File: src/rtl/pdp8_iot_pkg.sv
// Shared PDP-8 IOT definitions: device codes, keyboard opcodes and the machine word type.
// Helper functions classify keyboard opcodes so decode stays in one place.
package pdp8_iot_pkg;

    typedef logic [11:0] word_t;

    localparam logic [5:0] KBD_DEV = 6'o03;
    localparam logic [5:0] TTY_DEV = 6'o04;

    typedef enum logic [2:0] {
        KCF     = 3'd0,
        KSF     = 3'd1,
        KCC     = 3'd2,
        KNOP    = 3'd3,
        KRS     = 3'd4,
        KIE     = 3'd5,
        KRB     = 3'd6,
        KRB_ALT = 3'd7
    } kbd_op_e;

    // Operations that consume the head character (when the flag is up).
    function automatic logic kbd_pops(input kbd_op_e op);
        return (op == KCF) || (op == KCC) || (op == KRB) || (op == KRB_ALT);
    endfunction

    function automatic logic kbd_clears_ac(input kbd_op_e op);
        return (op == KCC) || (op == KRB) || (op == KRB_ALT);
    endfunction

    function automatic logic kbd_reads(input kbd_op_e op);
        return (op == KRS) || (op == KRB) || (op == KRB_ALT);
    endfunction

endpackage

File: src/rtl/sync_fifo.sv
// Small single-clock FIFO with asynchronous reset and combinational head read.
// Push while full and pop while empty are ignored; full/empty reflect registered state only.
module sync_fifo #(
    parameter int WIDTH = 8,
    parameter int DEPTH = 4
) (
    input  logic                       clk,
    input  logic                       rst,
    input  logic                       push,
    input  logic                       pop,
    input  logic [WIDTH-1:0]           wr_data,
    output logic [WIDTH-1:0]           rd_data,
    output logic                       full,
    output logic                       empty,
    output logic [$clog2(DEPTH):0]     count
);

    localparam int AW = $clog2(DEPTH);

    logic [WIDTH-1:0] mem [DEPTH];
    logic [AW-1:0]    wr_ptr_reg, wr_ptr_next;
    logic [AW-1:0]    rd_ptr_reg, rd_ptr_next;
    logic [AW:0]      count_reg, count_next;
    logic             push_ok, pop_ok;

    assign full    = (count_reg == (AW + 1)'(DEPTH));
    assign empty   = (count_reg == '0);
    assign count   = count_reg;
    assign push_ok = push && !full;
    assign pop_ok  = pop && !empty;
    assign rd_data = mem[rd_ptr_reg];

    always_comb begin
        wr_ptr_next = wr_ptr_reg;
        rd_ptr_next = rd_ptr_reg;
        count_next  = count_reg;
        if (push_ok) begin
            wr_ptr_next = wr_ptr_reg + 1'b1;
        end
        if (pop_ok) begin
            rd_ptr_next = rd_ptr_reg + 1'b1;
        end
        case ({push_ok, pop_ok})
            2'b10:   count_next = count_reg + 1'b1;
            2'b01:   count_next = count_reg - 1'b1;
            default: count_next = count_reg;
        endcase
    end

    always_ff @(posedge clk or posedge rst) begin
        if (rst) begin
            wr_ptr_reg <= '0;
            rd_ptr_reg <= '0;
            count_reg  <= '0;
        end else begin
            wr_ptr_reg <= wr_ptr_next;
            rd_ptr_reg <= rd_ptr_next;
            count_reg  <= count_next;
        end
    end

    // Storage is not reset: contents are meaningless once the pointers are cleared.
    generate
        for (genvar gi = 0; gi < DEPTH; gi++) begin : g_slot
            always_ff @(posedge clk) begin
                if (push_ok && (wr_ptr_reg == AW'(gi))) begin
                    mem[gi] <= wr_data;
                end
            end
        end
    endgenerate

endmodule

File: src/rtl/kl8e_keyboard.sv
// KL8E console keyboard: buffers UART characters and serves them to the CPU via IOTs.
// IOT outputs are combinational in the strobe cycle; state changes land on the next edge.
module kl8e_keyboard
    import pdp8_iot_pkg::*;
#(
    parameter logic [5:0] DEVICE = KBD_DEV,
    parameter int         DEPTH  = 4
) (
    input  logic        clk,
    input  logic        rst,
    input  logic        rx_load,
    input  logic [7:0]  rx_data,
    output logic        rx_ready,
    input  logic        iot,
    input  logic [5:0]  iot_dev,
    input  logic [2:0]  iot_op,
    input  logic [11:0] ac_in,
    output logic        skip,
    output logic        ac_clear,
    output logic [11:0] ac_out,
    output logic        irq,
    output logic        overrun
);

    localparam int CW = $clog2(DEPTH) + 1;

    logic          selected;
    logic          flag;
    logic          pop;
    logic          fifo_full;
    logic          fifo_empty;
    logic [7:0]    head;
    logic [CW-1:0] fifo_count;
    kbd_op_e       op;
    word_t         ac_out_next;
    logic          int_enable_reg, int_enable_next;
    logic          overrun_reg, overrun_next;
    logic          unused_ac_bits;

    sync_fifo #(
        .WIDTH (8),
        .DEPTH (DEPTH)
    ) u_fifo (
        .clk     (clk),
        .rst     (rst),
        .push    (rx_load),
        .pop     (pop),
        .wr_data (rx_data),
        .rd_data (head),
        .full    (fifo_full),
        .empty   (fifo_empty),
        .count   (fifo_count)
    );

    // Gating with rst keeps every IOT response quiet while reset is held.
    assign selected       = iot && (iot_dev == DEVICE) && !rst;
    assign op             = kbd_op_e'(iot_op);
    assign flag           = !fifo_empty;
    assign rx_ready       = (fifo_count != CW'(DEPTH));
    assign irq            = flag && int_enable_reg;
    assign overrun        = overrun_reg;
    assign ac_out         = ac_out_next;
    assign unused_ac_bits = ^ac_in[11:1];

    always_comb begin
        skip            = 1'b0;
        ac_clear        = 1'b0;
        ac_out_next     = '0;
        pop             = 1'b0;
        int_enable_next = int_enable_reg;
        if (selected) begin
            skip     = (op == KSF) && flag;
            ac_clear = kbd_clears_ac(op);
            pop      = kbd_pops(op) && flag;
            if (kbd_reads(op) && flag) begin
                ac_out_next = {4'b0000, head};
            end
            if (op == KIE) begin
                int_enable_next = ac_in[0];
            end
        end
    end

    // A drop in the same cycle as a clearing IOT leaves overrun set.
    always_comb begin
        overrun_next = overrun_reg;
        if (selected && iot_op[1]) begin
            overrun_next = 1'b0;
        end
        if (rx_load && fifo_full) begin
            overrun_next = 1'b1;
        end
    end

    always_ff @(posedge clk or posedge rst) begin
        if (rst) begin
            int_enable_reg <= 1'b1;
            overrun_reg    <= 1'b0;
        end else begin
            int_enable_reg <= int_enable_next;
            overrun_reg    <= overrun_next;
        end
    end

endmodule
File: config.mk
export PLATFORM = sky130hd
export DESIGN_NAME = kl8e_keyboard
export DESIGN_NICKNAME = d
export VERILOG_FILES = /design/src/rtl/pdp8_iot_pkg.sv /design/src/rtl/sync_fifo.sv /design/src/rtl/kl8e_keyboard.sv
export SDC_FILE = /design/constraint.sdc
export NUM_CORES = 1
export LEC_CHECK = 0
export BUFFER_PORTS_ARGS = -buffer_cell sky130_fd_sc_hd__buf_4
export CAP_MARGIN = 5
export CORE_ASPECT_RATIO = 2
export CORE_MARGIN = 5
export CORE_UTILIZATION = 35
export CTS_CLUSTER_DIAMETER = 30
export DETAILED_ROUTE_END_ITERATION = 8
export GPL_ROUTABILITY_DRIVEN = 0
export HOLD_SLACK_MARGIN = 0.08
export SYNTH_ARGS = -nofsm -noshare
export SYNTH_HDL_FRONTEND = slang
export SYNTH_SLANG_ARGS = --single-unit
File: constraint.sdc
create_clock -name clk -period 2.9 [get_ports clk]
set_input_delay 0.58 -clock clk [delete_from_list [all_inputs] [get_ports clk]]
set_output_delay 0.58 -clock clk [all_outputs]
set_load 0.05 [all_outputs]
==> results of run 1 <==
==> final timing paths <==
kind	start	to	slack [ps]	cells past startpoint
worst max-delay path	iot_dev[5]	ac_out[6]	80	7
worst min-delay path	rst	u_fifo.count[0]	280	2
worst max register to register	u_fifo.count[2]	u_fifo.count[2]	580	9
worst min register to register	u_fifo.count[0]	u_fifo.count[0]	520	1
max in group asynchronous	rst	int_enable_reg	2310	2
min in group clk	rx_data[6]	u_fifo.mem[0][6]	490	1
==> repair_timing <==
item | CTS | global route
hold endpoints to repair | 0 | 0
endpoints found under the setup margin | 0 | 1
gates resized for setup | 0 | 1
==> worst max-delay path: stages <==
cell and delay (ps):
buf_4 110, or4b_4 540, nor4_4 310, nand4b_1 140, buf_4 180, and2b_2 210
buf_4 190
==> report_power, final <==
part / total, mW / leakage, nW / internal [mW] / switching, mW
registers: 0.852 / 0.399 / 0.781 / 0.0706
clock network: 0.371 / 0.0486 / 0.188 / 0.183
logic: 0.377 / 0.465 / 0.155 / 0.222
total: 1.60 / 0.913 / 1.12 / 0.475
==> metrics by stage <==
step	TNS [ps]	power, mW	instances	worst slack (ps)
after floorplan	0	1.13	113	136
after global placement	0	1.22	201	54.0
after detailed placement	-24.6	1.25	201	-24.6
after CTS	0	1.62	209	37.7
after global routing	0	1.70	209	3.91
final	0	1.60	209	75.5
==> layout make-up <==
cell class	count	area (um^2)
inverter	6	22.5
timing repair buffer	36	274
tap	58	72.6
sequential	41	1190
multi-input combinational	60	618
clock buffer	6	82.6
fill	463	2870
clock inverter	2	8.76
==> layer usage <==
layer  share of wire  global-route usage  vias to the layer above  wire (um)
li1                -                   -                      474          -
met1            0.34               0.110                      502       1130
met2            0.60               0.198                       21       1990
met3           0.041              0.0299                        6        137
met4           0.024              0.0521                        0         79
met5               0                   0                        -          0
==> layout by cell type, fill, tap and decap left out <==
cell	netlist	final
clkinv_2	0	1
and2_2	1	1
or4b_4	1	1
and2b_2	8	8
dfrtp_1	8	8
buf_4	4	35
nand2b_1	1	1
nor3_1	2	2
ha_1	5	5
mux4_2	8	8
edfxtp_1	32	32
xnor2_1	3	3
nand2_1	4	4
nor4_4	1	1
nand3_1	1	1
inv_1	6	6
clkbuf_8	0	6
clkinv_1	0	1
mux2i_1	1	1
buf_6	0	1
nor2_1	3	3
dfstp_2	1	1
a32o_1	1	1
nor4b_4	0	1
nor2b_1	3	3
nand4b_1	2	2
conb_1	1	4
mux2_2	2	2
and3_1	4	4
fa_1	1	1
xor2_1	3	3
==> logic make-up after synthesis <==
family,count (synthesis)
xor+xnor,6
mux,11
buf+inv,12
other cells,1
compound gates,1
flops,41
fa+ha+maj,6
simple gates,32
==> metrics, run 1 <==
top fanout value on the critical path 8; fraction of the mapped netlist area in simple logic gates 0.125; final period utilization 0.974; clock tree from TritonCTS built; Data required, critical path approximately 2300 ps; post-synthesis sequential area ratio 0.646; main combinational cell family by area after synthesis simple AND/OR/NAND/NOR gates; root cell of the clock tree clkbuf_8; main flop type after synthesis edfxtp_1; count of yosys warnings during synthesis 0; via/cell ratio 4.80; final-stage net count 189; starting density of the core 0.358; worst-case headroom to the max-slew limit 0.595; number of library cell types mapped by synthesis 28; clock tree buffer depth 2; wire length per cell after detailed routing about 16 um; worst setup skew after layout about 2.8 ps; portion of synthesized cell area occupied by the leading cell type 0.522; wire length of the first global-routing pass 5460 um; run status complete, no violations; power density normalized to cell area 706 nW/um^2; number of endpoints with negative hold slack in the final report 0; hold slack final 275 ps; vias in the first global route 1,168; pin count of the biggest net entering global routing 13; proportion of layout cells with a drive suffix above 1 0.437; unrepaired setup endpoints after global routing false; per-instance average area after synthesis 16.7 um^2; Synth Register Bits a little over 40; fin util 0.441; number of max-cap violations 0; # setup viols final 0; Detailed Place HPWL 2570 um; leakage power total a little over 0.9 nW; detailed-router iteration count before antenna repair 4; share of cell area taken by muxes after synthesis 0.116; post-CTS setup buffers 0; startpoint kind of the worst setup timing path input pin; initial antenna violation count 0; arrival time of data at the critical path endpoint 2240 ps; top cell type by total area after synthesis edfxtp_1; post-synthesis adder-cell area fraction 0.0449; H-Tree Level Count 2; Worst Setup End Kind output port; Iter 0 DRT Violations 26; total of hold buffers inserted after clock tree synthesis 0; maximum operating frequency around 0.35 GHz; die boundary height 113 um; Routed Antenna Nets 0; Clock transition at path regs approximately 70 ps; max reg flops 32; cts bufs inserted 5; clock latency at the later pin of the worst-skew pair a little under 300 ps; slew at the pin closest to its max-slew limit 604 ps; area of placed instances ~2200 um^2; type of the tightest min-delay check in -> async; diode count 0; total length of routed wires around 3300 um; synth-to-layout area growth 23.2%; most repeated cell in the gate-level netlist after synthesis edfxtp_1; number of ports placed on the die boundary 50; most numerous cell types in the synthesized netlist 32 x edfxtp_1, 8 x and2b_2, 8 x dfrtp_1, 8 x mux4_2, 6 x inv_1; count of buffers from port buffering 34; die outline area 6890 um^2; post-synthesis async set-or-reset flop share 0.220; leading cell types by total area after synthesis edfxtp_1 52%, dfrtp_1 11%, mux4_2 9.8%, and2b_2 3.8%, ha_1 3.4%; count of clock tree sinks slightly above 40; worst vdd rail ir drop 0.000544 V; area inside the core boundary 5140 um^2; die width roughly 61 um; final critical path time including I/O delays and setup 2820 ps; fraction of the mapped netlist area in compound gates 0.00544; total track usage 0.110; number of instances in the synthesized netlist 110; number of enable flip-flop cells after synthesis 32; area of the mapped netlist between 1500 and 2000 um^2; Finished Cell Area 2270 um^2; total number of placement rows 37; parity-gate share of the synthesized area counting xor and xnor cells 0.0286; total via count in the routed design around 1k; overflow left after global routing 0; kind of critical path in -> out; drc violations 0; final number of max-transition violations 0
No activity file was read; power rests on OpenSTA's default activity.
==> inputs of run 2 (changes only) <==
--- a/config.mk
+++ b/config.mk
@@ -8,7 +8,7 @@
 export BUFFER_PORTS_ARGS = -buffer_cell sky130_fd_sc_hd__buf_4
 export CAP_MARGIN = 5
 export CORE_ASPECT_RATIO = 2
-export CORE_MARGIN = 5
+export CORE_MARGIN = 2
 export CORE_UTILIZATION = 35
 export CTS_CLUSTER_DIAMETER = 30
 export DETAILED_ROUTE_END_ITERATION = 8
==> constraint.sdc (replaced) <==
create_clock -name clk -period 2.44 [get_ports clk]
set_input_delay 0.488 -clock clk [delete_from_list [all_inputs] [get_ports clk]]
set_output_delay 0.488 -clock clk [all_outputs]
set_load 0.05 [all_outputs]
==> run 2 against run 1 <==
The flow now finishes with violations (negative setup slack). Setup slack worse by 200 ps. Combinational power rose by 31%. Cell count increased by 6.2%. Critical path depth unchanged. Flip-flop and latch count stayed put. Wire length down 1.3%. Via count is 6.4% higher. Cell area up 9.7%. Sequential share of layout area fell by 4.6 points. Largest power group unchanged.
==> metrics, run 2 (synthesis results as in run 1) <==
overflow left after global routing 0 (unchanged); worst setup skew after layout 3.71 ps (was 2.83 ps); total length of routed wires 3300 um (was 3340 um); Data required, critical path 1950 ps (was 2320 ps); count of buffers from port buffering 34 (unchanged); minimum setup slack in the final design -124 ps (was 75.5 ps); arrival time of data at the critical path endpoint 2080 ps (was 2240 ps); leakage power total 0.994 nW (was 0.913 nW); die width 55.3 um (was 61.3 um); combinational power share 0.255 (was 0.235); total via count in the routed design 1,067 (was 1,003); worst vdd rail ir drop 0.000657 V (was 0.000544 V); Detailed Place HPWL 2490 um (was 2570 um); final critical path time including I/O delays and setup approximately 2600 ps; final number of max-transition violations 0 (unchanged); startpoint kind of the worst setup timing path input pin (unchanged); area used by multi-input combinational logic 659 um^2 (was 618 um^2); via/cell ratio 4.81 (was 4.80); clock tree from TritonCTS built (unchanged); Routed Antenna Nets 0 (unchanged); diode count 0 (unchanged); fin util 0.488 (was 0.441); root cell of the clock tree clkbuf_8 (unchanged); unrepaired setup endpoints after global routing true (was false); number of max-cap violations 0 (unchanged); # setup viols final 9 (was 0); leading cell type in the layout, fill and taps excluded buf_4 (unchanged); net load switching power 0.570 mW (was 0.475 mW); Worst Setup End Kind output port (unchanged); sequential power share 0.519 (was 0.533); starting density of the core 0.361 (was 0.358); top fanout value on the critical path 8 (unchanged); fraction of power spent switching nets 0.295 (was 0.297); number of ports placed on the die boundary 50 (unchanged); internal power contribution 1.37 mW (was 1.12 mW); final-stage net count 202 (was 189); Finished Cell Area 2480 um^2 (was 2270 um^2); die outline area 5890 um^2 (was 6890 um^2); maximum operating frequency slightly below 0.4 GHz; count of clock tree sinks 41 (unchanged); H-Tree Level Count 2 (unchanged); cts bufs inserted 5 (unchanged); failing checks negative setup slack; area inside the core boundary 5090 um^2 (was 5140 um^2); clock latency at the later pin of the worst-skew pair 280 ps (was 290 ps); total of hold buffers inserted after clock tree synthesis 0 (unchanged); wire length per cell after detailed routing 14.8 um (was 16.0 um); max reg flops 32 (unchanged); die boundary height 107 um (was 113 um); Clock transition at path regs 70 ps (about the same); final period utilization 1.05; storage element area 1190 um^2 (unchanged); vias in the first global route 1,209 (was 1,168); detailed-router iteration count before antenna repair 4 (unchanged); pin count of the biggest net entering global routing 14 (was 13); drc violations 0 (unchanged); initial antenna violation count 0 (unchanged); area of placed instances 2240 um^2 (was 2170 um^2); synth-to-layout area growth 35.1% (was 23.2%); type of the tightest min-delay check in -> async (unchanged); total number of placement rows 37 (unchanged); Iter 0 DRT Violations 13 (was 26); power density normalized to cell area 779 nW/um^2 (was 706 nW/um^2); run status finished with violations (was complete, no violations); power share of the clock group 0.226 (was 0.232); kind of critical path in -> out (unchanged); number of fill cells in the layout 449 (was 463); number of endpoints with negative hold slack in the final report 0 (unchanged); total track usage 0.125 (was 0.110); clock tree buffer depth 2 (unchanged); wire length of the first global-routing pass 5530 um (was 5460 um); most used cells in the layout excluding fill and tap cells 36 x buf_4, 32 x edfxtp_1 (was 35 x buf_4, 32 x edfxtp_1, 8 x mux4_2, 8 x and2b_2, 8 x dfrtp_1); proportion of layout cells with a drive suffix above 1 0.518 (was 0.437)
[run 2: timing repair]
action	4_1_cts	5_1_grt
setup endpoints to repair	11	12
pin swaps	8	5
buffers inserted	5	2
resized for setup	29	0
hold endpoints to repair	0	0
[run 2: worst max-delay path, stage by stage]
cell and delay [ps]:
buf_6 90, or4b_4 530, nor4_4 270, nand4b_1 150
buf_6 160, and2b_4 240, buf_8 140
[run 2: power groups by stage]
stage	registers, mW	logic [mW]	clock network, mW
after floorplan	1.03	0.315	0
after global placement	1.00	0.461	0
after detailed placement	1.02	0.493	0
after CTS	1.00	0.508	0.456
after global routing	1.02	0.546	0.493
final	1.00	0.494	0.437
[run 2: worst paths after layout]
path                                      start              endpoint  slack [ps]  cells past startpoint
max reg2reg                     u_fifo.count[2]       u_fifo.count[2]         360                     10
min                                         rst  u_fifo.wr_ptr_reg[1]         310                      3
min in group clk                     rx_data[3]      u_fifo.mem[3][3]         410                      1
max in group asynchronous                   rst        int_enable_reg        1830                      3
max                                  iot_dev[4]             ac_out[5]        -120                      7
min reg2reg                u_fifo.rd_ptr_reg[0]  u_fifo.rd_ptr_reg[0]         490                      1
[run 2: cell type report]
class,count,share of cell area
sequential,41,0.478
multi-input combinational,60,0.265
tap,58,0.0292
clock buffer,6,0.0332
timing repair buffer,49,0.180
inverter,6,0.00906
clock inverter,2,0.00554
[run 2: through the flow]
stage	setup WS [ps]	instances	TNS [ps]	hold slack, ps	power, mW
global route	-181	222	-1570	315	2.06
global placement	-283	208	-2500	480	1.47
detailed placement	-349	208	-2660	482	1.51
CTS	-211	220	-1910	305	1.97
floorplan	-149	113	-174	315	1.34
finish	-124	222	-1000	305	1.94
[run 2: routing by layer]
layer  GRT usage  share of wire
met1       0.106           0.32
met2       0.253           0.63
met3      0.0365          0.034
met4      0.0523          0.021
met5           0              0
==> inputs of run 3 (changes only) <==
--- a/config.mk
+++ b/config.mk
@@ -6,7 +6,7 @@
 export NUM_CORES = 1
 export LEC_CHECK = 0
 export BUFFER_PORTS_ARGS = -buffer_cell sky130_fd_sc_hd__buf_4
-export CAP_MARGIN = 5
+export CAP_MARGIN = 20
 export CORE_ASPECT_RATIO = 2
 export CORE_MARGIN = 2
 export CORE_UTILIZATION = 35
@@ -16,4 +16,5 @@
 export HOLD_SLACK_MARGIN = 0.08
 export SYNTH_ARGS = -nofsm -noshare
 export SYNTH_HDL_FRONTEND = slang
+export SYNTH_HIERARCHICAL = 1
 export SYNTH_SLANG_ARGS = --single-unit
==> run 3 against run 2 <==
The flow now finishes without violations. Area after synthesis increased by 3.7%. Setup slack improved by 350 ps. Hold slack worse by 150 ps. Fmax is 16% higher. Core utilization fell by 4.6 points. First-iteration DRC count is 15% higher. Die area is 3.5% higher. Critical endpoint is now ac_out[3]. Non-clock buffer count fell by 8.
==> metrics, run 3 <==
fraction of the mapped netlist area in simple logic gates 0.120 (was 0.125); most repeated cell in the gate-level netlist after synthesis edfxtp_1 (unchanged); main combinational cell family by area after synthesis simple AND/OR/NAND/NOR gates (unchanged); wire length of the first global-routing pass 5290 um (was 5530 um); combinational power share 0.265 (was 0.255); max reg flops 32 (unchanged); post-synthesis adder-cell area fraction 0.0433 (was 0.0449); share of cell area taken by muxes after synthesis 0.114 (was 0.116); detailed-router iteration count before antenna repair 4 (unchanged); power density normalized to cell area 830 nW/um^2 (was 779 nW/um^2); worst stage delay on the critical path 360 ps (was 530 ps); clock latency at the later pin of the worst-skew pair 290 ps (was 280 ps); wire length per cell after detailed routing 13.4 um (was 14.8 um); kind of cell adding the most delay to the critical path buffers and inverters (was simple AND/OR/NAND/NOR gates); clock tree from TritonCTS built (unchanged); final number of max-transition violations 0 (unchanged); die width 56.2 um (was 55.3 um); type of the tightest min-delay check in -> async (unchanged); area of the mapped netlist 1910 um^2 (was 1840 um^2); pin count of the biggest net entering global routing 15 (was 14); final period utilization 0.908 (was 1.05); worst setup skew after layout 4.23 ps (was 3.71 ps); die outline area 6090 um^2 (was 5890 um^2); leading cell type in the layout, fill and taps excluded buf_4 (unchanged); H-Tree Level Count 2 (unchanged); starting density of the core 0.358 (was 0.361); worst vdd rail ir drop 0.000609 V (was 0.000657 V); number of library cell types mapped by synthesis 33 (was 28); final-stage net count 209 (was 202); arrival time of data at the critical path endpoint 1730 ps (was 2080 ps); cts bufs inserted 5 (unchanged); power share of the clock group 0.222 (was 0.226); Routed Antenna Nets 0 (unchanged); most numerous cell types in the synthesized netlist 32 x edfxtp_1, 17 x inv_1, 10 x nor3_1 (was 32 x edfxtp_1, 8 x and2b_2, 8 x dfrtp_1, 8 x mux4_2, 6 x inv_1); clock tree buffer depth 2 (unchanged); diode count 0 (unchanged); number of max-cap violations 0 (unchanged); number of enable flip-flop cells after synthesis 32 (unchanged); vias in the first global route 1,126 (was 1,209); leakage power total 0.955 nW (was 0.994 nW); number of instances in the synthesized netlist 126 (was 110); critical-path cell with the highest stage delay dfrtp_1 (was or4b_4); synth-to-layout area growth 23.5% (was 35.1%); Iter 0 DRT Violations 15 (was 13); overflow left after global routing 0 (unchanged); count of clock tree sinks 41 (unchanged); Finished Cell Area 2350 um^2 (was 2480 um^2); timing endpoint of the critical path ac_out[3] (was ac_out[5]); startpoint kind of the worst setup timing path flop (was input pin); initial antenna violation count 0 (unchanged); run status complete, no violations (was finished with violations); total length of routed wires 3100 um (was 3300 um); count of buffers from port buffering 34 (unchanged); total of hold buffers inserted after clock tree synthesis 0 (unchanged); startpoint of the most critical setup path u_fifo/rd_ptr_reg[0] (was iot_dev[4]); drc violations 0 (unchanged); net load switching power 0.595 mW (was 0.570 mW); die boundary height 108 um (was 107 um); count of yosys warnings during synthesis 6 (was 0); parity-gate share of the synthesized area counting xor and xnor cells 0.0276 (was 0.0286); cells resized by post-CTS repair 0 (was 29); Critical R2R Capture u_fifo/count[2] (was u_fifo.count[2]); internal power contribution 1.36 mW (was 1.37 mW); number of ports placed on the die boundary 50 (unchanged); per-instance average area after synthesis 15.1 um^2 (was 16.7 um^2); post-synthesis async set-or-reset flop share 0.220 (unchanged); count of cell instances traversed by the critical path 5 (was 7); number of buffers and inverters on the critical path 3 (unchanged); sequence of cells on the critical path buf_4 > mux4_2 > inv_1 > nor3_1 > buf_4 (was buf_6 > or4b_4 > nor4_4 > nand4b_1 > buf_6 > and2b_4 > buf_8); setup slack on the worst flop-to-flop path 280 ps (was 360 ps); leading cell types by total area after synthesis edfxtp_1 50%, dfrtp_1 10%, mux4_2 9.4%, inv_1 3.3%, ha_1 3.3% (was edfxtp_1 52%, dfrtp_1 11%, mux4_2 9.8%, and2b_2 3.8%, ha_1 3.4%); area inside the core boundary 5330 um^2 (was 5090 um^2); origin of the critical flop-to-flop path u_fifo/count[1] (was u_fifo.count[2]); top fanout value on the critical path 10 (was 8); unrepaired setup endpoints after global routing false (was true); post-synthesis sequential area ratio 0.623 (was 0.646); sequential power share 0.513 (was 0.519); number of endpoints with negative hold slack in the final report 0 (unchanged); fraction of the mapped netlist area in compound gates 0.0151 (was 0.00544); Data required, critical path 1950 ps (about the same); most used cells in the layout excluding fill and tap cells 41 x buf_4, 32 x edfxtp_1, 17 x inv_1, 10 x nor3_1 (was 36 x buf_4, 32 x edfxtp_1); # setup viols final 0 (was 9); Detailed Place HPWL 2280 um (was 2490 um); via/cell ratio 4.68 (was 4.81); post-CTS setup buffers 0 (was 5); portion of synthesized cell area occupied by the leading cell type 0.504 (was 0.522); final critical path time including I/O delays and setup 2210 ps (was 2560 ps); Clock transition at path regs 80 ps (was 70 ps); kind of critical path reg -> out (was in -> out); area of placed instances 2260 um^2 (was 2240 um^2); Synth Register Bits 41 (unchanged); Worst Setup End Kind output port (unchanged); total track usage 0.115 (was 0.125); root cell of the clock tree clkbuf_8 (unchanged); maximum operating frequency 0.452 GHz (was 0.390 GHz); total via count in the routed design 1,080 (was 1,067); top cell type by total area after synthesis edfxtp_1 (unchanged); main flop type after synthesis edfxtp_1 (unchanged); total number of placement rows 38 (was 37); fraction of power spent switching nets 0.304 (was 0.295); CP most frequent cell buf_4 (was buf_6); proportion of layout cells with a drive suffix above 1 0.409 (was 0.518); Total Negative Setup Slacks 0 ps (was -1000 ps); depth of the most critical reg-to-reg path 10 (unchanged)
run 3: cell types whose count changed after synthesis, moves of 2 or more:
| cell | previous run | this run |
|---|---|---|
| and2_2 | 1 | 4 |
| buf_1 | 2 | 0 |
| nand4b_1 | 2 | 0 |
| a21oi_1 | 0 | 2 |
| mux2_2 | 2 | 0 |
| and3_1 | 4 | 0 |
| clkbuf_1 | 0 | 2 |
| inv_1 | 6 | 17 |
| nand2_1 | 4 | 2 |
| and2b_2 | 8 | 0 |
| nor3_1 | 2 | 10 |
run 3: kinds of logic after synthesis:
| family | after synthesis |
|---|---|
| XOR/XNOR | 6 |
| flip-flops | 41 |
| AND/OR/NAND/NOR | 33 |
| multiplexers | 11 |
| AO/OA/AOI/OAI | 4 |
| adder cells (fa/ha/maj) | 6 |
| other | 1 |
| buffers and inverters | 24 |
run 3: worst register-to-register path: stages, from the launching register on:
cell      delay [ps]
dfrtp_1          460
nor3_1           100
nand2b_1         160
nor3_1           180
o31a_2           180
ha_1             160
inv_1             50
fa_1             370
xor2_1           150
nor2_1           110
xor2_1           160
run 3: per-layer routing:
metal / wire [um] / GRT usage / vias to the layer above
met2: 1710 / 0.203 / 30
met5: 0 / 0 / -
met4: 57 / 0.0510 / 0
li1: - / - / 530
met3: 186 / 0.0371 / 6
met1: 1150 / 0.122 / 514
run 3: layout make-up:
| cell class | count | area [um^2] |
|---|---|---|
| fillers | 516 | 2970 |
| flip-flops and latches | 41 | 1190 |
| multi-input cells | 64 | 631 |
| repair buffers | 41 | 308 |
| well taps | 60 | 75.1 |
| clock buffers | 5 | 68.8 |
| inverters | 17 | 63.8 |
| clock inverters | 3 | 21.3 |
run 3: worst min-delay path by stage:
stage | startpoint | endpoint | slack, ps
after floorplan | rst | overrun | 240
after global placement | rst | u_fifo/rd_ptr_reg[0] | 470
after detailed placement | rst | u_fifo/rd_ptr_reg[0] | 480
after CTS | rst | u_fifo/rd_ptr_reg[1] | 150
after global routing | rst | u_fifo/wr_ptr_reg[0] | 170
final | rst | u_fifo/rd_ptr_reg[1] | 160
run 3: power groups by stage:
stage / Clock [mW] / Combinational (mW) / Sequential, mW
finish: 0.434 / 0.518 / 1.00
global route: 0.481 / 0.577 / 1.02
CTS: 0.455 / 0.533 / 1.00
detailed placement: 0 / 0.531 / 1.02
global placement: 0 / 0.523 / 1.01
floorplan: 0 / 0.350 / 1.04
run 3: through the flow:
stage / hold slack, ps / util / setup WS (ps) / std cells / power (mW)
floorplan: 237 / - / -188 / 129 / 1.39
global placement: 471 / 0.425 / 36.3 / 223 / 1.53
detailed placement: 478 / 0.425 / 10.0 / 223 / 1.55
CTS: 154 / 0.442 / 190 / 231 / 1.99
global route: 172 / 0.442 / 52.2 / 231 / 2.08
finish: 159 / 0.442 / 225 / 231 / 1.95
